### config.mk
export PLATFORM = sky130hd
export DESIGN_NAME = uart_tx
export DESIGN_NICKNAME = d
export VERILOG_FILES = /design/src/rtl/uart_tx.sv
export SDC_FILE = /design/constraint.sdc
export NUM_CORES = 1
export LEC_CHECK = 0
export ABC_AREA = 0
export BUFFER_PORTS_ARGS = -buffer_cell sky130_fd_sc_hd__buf_2
export CORE_ASPECT_RATIO = 1.5
export CORE_MARGIN = 4
export CORE_UTILIZATION = 55
export DETAILED_ROUTE_END_ITERATION = 7
export PLACE_DENSITY = 0.73
export SLEW_MARGIN = 20
export SYNTH_ARGS = -nofsm -noshare
export SYNTH_HDL_FRONTEND = slang
export SYNTH_SLANG_ARGS = --single-unit
### constraint.sdc
create_clock -name i_clock -period 2.55 [get_ports i_clock]
set_input_delay 0.255 -clock i_clock [delete_from_list [all_inputs] [get_ports i_clock]]
set_output_delay 0.255 -clock i_clock [all_outputs]
set_load 0.005 [all_outputs]
### src/rtl/uart_tx.sv
// UART transmitter with byte FIFO, 8N1 framing, optional even parity.
// Define UART_TX_PARITY_EN to insert an even-parity bit after the data.
module uart_tx #(
  parameter int unsigned CLKS_PER_BIT = 217,
  parameter int unsigned FIFO_DEPTH   = 4
) (
  input  logic       i_clock,
  input  logic       i_reset_n,
  input  logic       i_tx_dv,
  input  logic [7:0] i_tx_byte,
  output logic       o_tx_ready,
  output logic       o_tx_serial,
  output logic       o_tx_active,
  output logic       o_tx_done
);

  localparam int unsigned CW = $clog2(CLKS_PER_BIT);
  localparam int unsigned PW = $clog2(FIFO_DEPTH);
  localparam logic [CW-1:0] CNT_MAX = CW'(CLKS_PER_BIT - 1);
  localparam logic [PW:0] DEPTH = (PW+1)'(FIFO_DEPTH);

  typedef enum logic [2:0] {
    IDLE,
    START,
    DATA,
`ifdef UART_TX_PARITY_EN
    PARITY,
`endif
    STOP
  } state_e;

  state_e        state_q, state_d;
  logic [CW-1:0] cnt_q, cnt_d;
  logic [2:0]    bit_q, bit_d;
  logic [7:0]    data_q, data_d;
  logic          ser_q, ser_d;
  logic          done_q, done_d;
  logic [PW-1:0] wr_q, rd_q;
  logic [PW:0]   count_q;
  logic [7:0]    mem [FIFO_DEPTH];
  logic          push, pop, last, not_empty;

  assign o_tx_ready  = (count_q < DEPTH);
  assign o_tx_serial = ser_q;
  assign o_tx_done   = done_q;
  assign o_tx_active = (state_q != IDLE);

  assign push      = i_tx_dv & o_tx_ready & i_reset_n;
  assign last      = (cnt_q == CNT_MAX);
  assign not_empty = (count_q != '0);

  always_comb begin
    state_d = state_q;
    cnt_d   = cnt_q + CW'(1);
    bit_d   = bit_q;
    data_d  = data_q;
    pop     = 1'b0;
    ser_d   = 1'b1;
    done_d  = 1'b0;
    unique case (state_q)
      IDLE: begin
        cnt_d = '0;
        if (not_empty) begin
          pop     = 1'b1;
          data_d  = mem[rd_q];
          state_d = START;
        end
      end
      START: begin
        ser_d = 1'b0;
        if (last) begin
          cnt_d   = '0;
          bit_d   = '0;
          state_d = DATA;
        end
      end
      DATA: begin
        ser_d = data_q[bit_q];
        if (last) begin
          cnt_d = '0;
          bit_d = bit_q + 3'd1;
          if (bit_q == 3'd7) begin
`ifdef UART_TX_PARITY_EN
            state_d = PARITY;
`else
            state_d = STOP;
`endif
          end
        end
      end
`ifdef UART_TX_PARITY_EN
      PARITY: begin
        ser_d = ^data_q;
        if (last) begin
          cnt_d   = '0;
          state_d = STOP;
        end
      end
`endif
      STOP: begin
        if (last) begin
          done_d = 1'b1;
          cnt_d  = '0;
          // Back-to-back frames: go straight to START with no idle cycle
          if (not_empty) begin
            pop     = 1'b1;
            data_d  = mem[rd_q];
            state_d = START;
          end else begin
            state_d = IDLE;
          end
        end
      end
      default: begin
        cnt_d   = '0;
        state_d = IDLE;
      end
    endcase
  end

  always_ff @(posedge i_clock) begin
    if (!i_reset_n) begin
      state_q <= IDLE;
      cnt_q   <= '0;
      bit_q   <= '0;
      data_q  <= '0;
      ser_q   <= 1'b1;
      done_q  <= 1'b0;
      wr_q    <= '0;
      rd_q    <= '0;
      count_q <= '0;
    end else begin
      state_q <= state_d;
      cnt_q   <= cnt_d;
      bit_q   <= bit_d;
      data_q  <= data_d;
      ser_q   <= ser_d;
      done_q  <= done_d;
      if (push) wr_q <= wr_q + PW'(1);
      if (pop)  rd_q <= rd_q + PW'(1);
      if (push && !pop)      count_q <= count_q + (PW+1)'(1);
      else if (pop && !push) count_q <= count_q - (PW+1)'(1);
    end
  end

  always_ff @(posedge i_clock) begin
    if (push) mem[wr_q] <= i_tx_byte;
  end

endmodule

Word level (Yosys, flattened, before mapping):

Memories as Yosys holds them, arrays and structs flattened. A register that Yosys moved wholly into a read port is not among the register bits.
Index checks and enable logic that the tools add are counted.

* register bits: 31
* RAM bits: 32
* input bits: 11
* logic and storage cells: 74
* memories kept: 1

* add/subtract/negate cells: 6
* $lt $le $gt $ge: 2
* eq/ne operators: 10
* muxes and demuxes: 26
* bitwise gates (word level): 4
* reductions and logical operators: 16

Memory list
* mem: words 4, bits a word 8, rd ports 1, clocked after memory_dff 1, write ports 1, line 40 `logic [7:0] mem [FIFO_DEPTH];`

Operator list (count)
* 2-to-1 mux 3 bit: 9
* 2-to-1 mux 8 bit: 2
* case mux 8 bit (2 select lines): 1
* case mux 3 bit (4 select lines): 1
* != test 2 bit (second input constant): 5
* adder 8 x 1 -> 8 bit (second input constant): 1
* equality test 8 bit (second input constant): 1
* 2-to-1 mux 1 bit: 7
* adder 3 x 1 -> 3 bit (second input constant): 2
* equality test 3 x 2 -> 1 bit (second input constant): 2
* case mux 3 bit (2 select lines): 1
* nonzero test 2 bit: 3
* nonzero test 3 bit: 2
* OR reduction 3 bit: 2
* AND reduction 5 bit: 1
* adder 2 x 1 -> 2 bit (second input constant): 2
* less-than comparator 3 x 4 -> 1 bit (second input constant): 1
* 2-to-1 mux 2 bit: 2
* case mux 1 bit (2 select lines): 2
* AND reduction 2 bit: 2
* binary-select mux 1 bit (select 3 bit): 1
* equality test 3 x 1 -> 1 bit (second input constant): 1
* equality test 3 bit (second input constant): 1
* zero test 3 bit: 1
* 7 further kinds: 11

Longest topological paths before layout:

* depth after elaboration: 7
* depth in mapped cells: 11

Worst setup path before layout:

OpenSTA, ideal clock, no wires.

* path type: register to register
* start point: reg cnt_q[0]
* end point: reg count_q[2]
* library setup time: 0.076 ns
* arrival time: 2.239 ns
* path slack: 0.235 ns
* cell stages (with the launch flop): 12
* path buffers: 0
* clock period less this slack: 2.315 ns
* path through: dfxtp_1 -> inv_1 -> ha_1 -> nand4b_4 -> o31a_1 -> nand2b_1 -> ha_1 -> inv_1 -> fa_1 -> xor2_1 -> or3_1 -> a21boi_0

* cells in the longest elaborated chain, start to end: 6
* elaborated cells between the ends (all ways): 8

RTL lines
* start: declaration: line 33 `logic [CW-1:0] cnt_q, cnt_d;`
* start signal: assignment: line 134 `cnt_q <= cnt_d;`
* equality test 8 bit *: line 49 `assign last = (cnt_q == CNT_MAX);`
* 2-to-1 mux 1 bit *: line 101 `if (last) begin`
* case mux 1 bit (2 select lines) *: line 60 `unique case (state_q)`
* zero test 1 bit: line 141 `if (push && !pop) count_q <= count_q + (PW+1)'(1);`
* logical AND 1 bit: line 141
* 2-to-1 mux 3 bit or nonzero test 2 bit (tied branches)
* end signal: assignment: line 141
* end signal: assignment: line 142 `else if (pop && !push) count_q <= count_q - (PW+1)'(1);`
* end: declaration: line 39 `logic [PW:0] count_q;`

Mark *: on every way between the ends. The rest lies on a longest branch, timed or not.
A chain may end at the register's enable or synchronous reset.

Final worst setup path:

* start point: reg cnt_q[1]
* end point: reg count_q[2]

The elaborated chain is that of the path after synthesis.

==> impl_metrics.ini <==
[cts]
clockRootBuffer = clkbuf_8
clock_path_buffers = 2
cts.sinks = 64
cts_buffers = 9
post_cts_resized = 0
clk_pin_slew_worst_paths_ns = 0.08
cts_hold_buf = 0
cts.htree.levels = 3
cts_setup_buffers = 0
cts_tree = built
clk_latency_ns = 0.34

[place]
post-place-ws_ns = 0.118
dp.cells = 290
place_area_um2 = 2920
place_congestion = 0.749
hpwlAfterDp_um = 2910
portBuffers = 14

[synth]
synthArstFlopShare_pct = 0
synth_fp_nets = 237
synth_ff_type = edfxtp_1
yosysTopAreaCellShare_pct = 34.8
synth_area_um2 = 2760
synth.yosys.warnings = 0
syn_avg_cell_area_um2 = 13.0
syn_inst = 212
synth-edff-count = 32
ys_seq_area_share_pct = 57.9
synth.distinct_cells = 34
ys_ff_latch = 64
yosysTopAreaCell = edfxtp_1
synthTopCellsByArea = edfxtp_1, dfxtp_1, mux4_2
yosys-top-cells-count = dfxtp_1, edfxtp_1, nand2_1, ha_1, mux2i_1

[status]
outcome = completed

[sta]
drv_slew = 0
setup_ws_ns = 0.187
finalCritPeriodShare_pct = 92.7
fin_hold_ws_ns = 0.124
max-slew-margin-rel_pct = 63.8
max_freq_mhz = 423
fin_skew_ns = 0.00780
finalCriticalPeriod_ns = 2.36
rsz0062_at_grt = no
hold_viol = 0
setup_viol = 0
tns_ns = 0
worst_pin_slew_ns = 0.543

[floorplanning]
core-area_um2 = 4850
start_util_pct = 57.0
rows = 31
pin_count = 15
die-area_um2 = 6250
fp.dieH_um = 94.8
die_x_um = 65.9

[setup_path]
crit_slowest_cell = dfxtp_1
end_kind = register
critPathMaxFanout = 5
startpoint = cnt_q[1]
worstSetupPathType = reg -> reg
critPathRequiredTime_ns = 2.82
worstPathArrival_ns = 2.64
regToRegSetupSlack_ns = 0.19
cp_top_family = adder cells
start_kind = register
timing.critical_path.buf_inv = 2
r2r_cells = 11
worstPathCellList = inv_1, ha_1, nand4b_4, o31a_1, nand2b_4, ha_1, inv_1, fa_1, xor2_1, or3_1, a21boi_0
r2r_end = count_q[2]
max_stage_delay_ns = 0.39
r2r-start = cnt_q[1]

[layout]
num_antenna_cells = 0
drive_gt1_share_pct = 21.3
area_growth_pct = 13.2
design_area_um2 = 3130
utilization_pct = 64.5
final_cells = 306
layout.nets = 260

[detailed_routing]
via_per_inst = 5.19
wl_um = 4150
vias = 1588
wl_per_cell_um = 13.6
drt_iter0_drc = 113
drcViolationCount = 0
ant_nets = 0
first_pass_iters = 4

[pwr]
powerDensity_nw_per_um2 = 935
pwr-share-comb_pct = 23.9
power_leakage_nw = 1.22
power_mw = 2.93
seq_power_share_pct = 46.4
peakVddDrop_uv = 563
p_int_mw = 2.08
clkPwrFrac_pct = 29.8
swShare_pct = 28.9
p_sw_mw = 0.846

[global_route]
antenna_found_initial = 0
grt.overflow.total = 0
grt_pass1_wl_um = 7350
grt_start_max_net_pins = 39
grt_pass1_vias = 1616
grtUsageTotal_pct = 16.1

[job]
cap_viol_max_count = 0

[worst_hold_path]
whs_endpoint = mem[2][4]
whs_path_depth = 1
holdCritPathClass = in -> reg
worstHoldStart = i_tx_byte[4]
power by group through the flow:
stage | logic [mW] | clock network [mW] | registers [mW]
floorplan | 0.569 | 0 | 1.33
global placement | 0.680 | 0 | 1.38
detailed placement | 0.691 | 0 | 1.38
CTS | 0.698 | 0.899 | 1.36
global route | 0.790 | 0.944 | 1.38
finish | 0.699 | 0.871 | 1.36
cell families after synthesis:
kind of cell	count (synthesis)	share of synthesized area (%)
AOI/OAI and AO/OA	15	3.80
xor gates and xnor gates	9	2.85
adders and majority gates	14	6.61
buffers and inverters	19	2.90
DFF	64	57.9
muxes	24	13.3
and+or+nand+nor	67	12.6
registers in the layout, indices dropped and copies added, names as in the netlist, named ones only:
name and count:
state_q 2, wr_q 2, mem 32, count_q 3, o_tx_serial 1, cnt_q 8, o_tx_done 1, data_q 8
rd_q 2, bit_q 3
worst max path at each step:
stage | endpoint | cells after the start
detailed placement | count_q[2] | 11
global route | count_q[2] | 11
global placement | count_q[2] | 11
CTS | count_q[2] | 11
floorplan | count_q[2] | 11
finish | count_q[2] | 11
cell type report:
cell class | count | area (um^2)
Tap cell | 66 | 82.6
Fill cell | 385 | 1720
Inverter | 12 | 45.0
Timing Repair Buffer | 19 | 108
Sequential cell | 64 | 1600
Clock inverter | 7 | 77.6
Multi-Input combinational cell | 129 | 1090
Clock buffer | 9 | 124
layer usage:
metal  up-vias  part of all wire [%]  global-route usage, %
li1        799                     -                      -
met3        10                   3.9                   5.36
met4         0                   2.5                   8.30
met2        23                    50                   25.6
met5         -                     0                      0
met1       756                    43                   19.2
worst register-to-register path, cell delays in order, from the launching register on:
cell and delay [ns]:
dfxtp_1 0.39, inv_1 0.06, ha_1 0.21, nand4b_4 0.11, o31a_1 0.16, nand2b_4 0.14, ha_1 0.18, inv_1 0.06
fa_1 0.37, xor2_1 0.17, or3_1 0.30, a21boi_0 0.16
layout by cell type (no fill, tap or decap), drive strengths merged, types with 4 or more instances in the layout:
master / Yosys / routed
edfxtp: 32 / 32
dfxtp: 32 / 32
nand2: 23 / 23
buf: 2 / 19
inv: 12 / 15
mux2i: 13 / 13
ha: 13 / 13
nor2: 12 / 12
mux4: 10 / 10
clkbuf: 5 / 9
nand3: 8 / 8
and3: 7 / 7
o21ai: 7 / 7
xor2: 6 / 6
a21boi: 4 / 4
(Power assumes the default switching activity.)
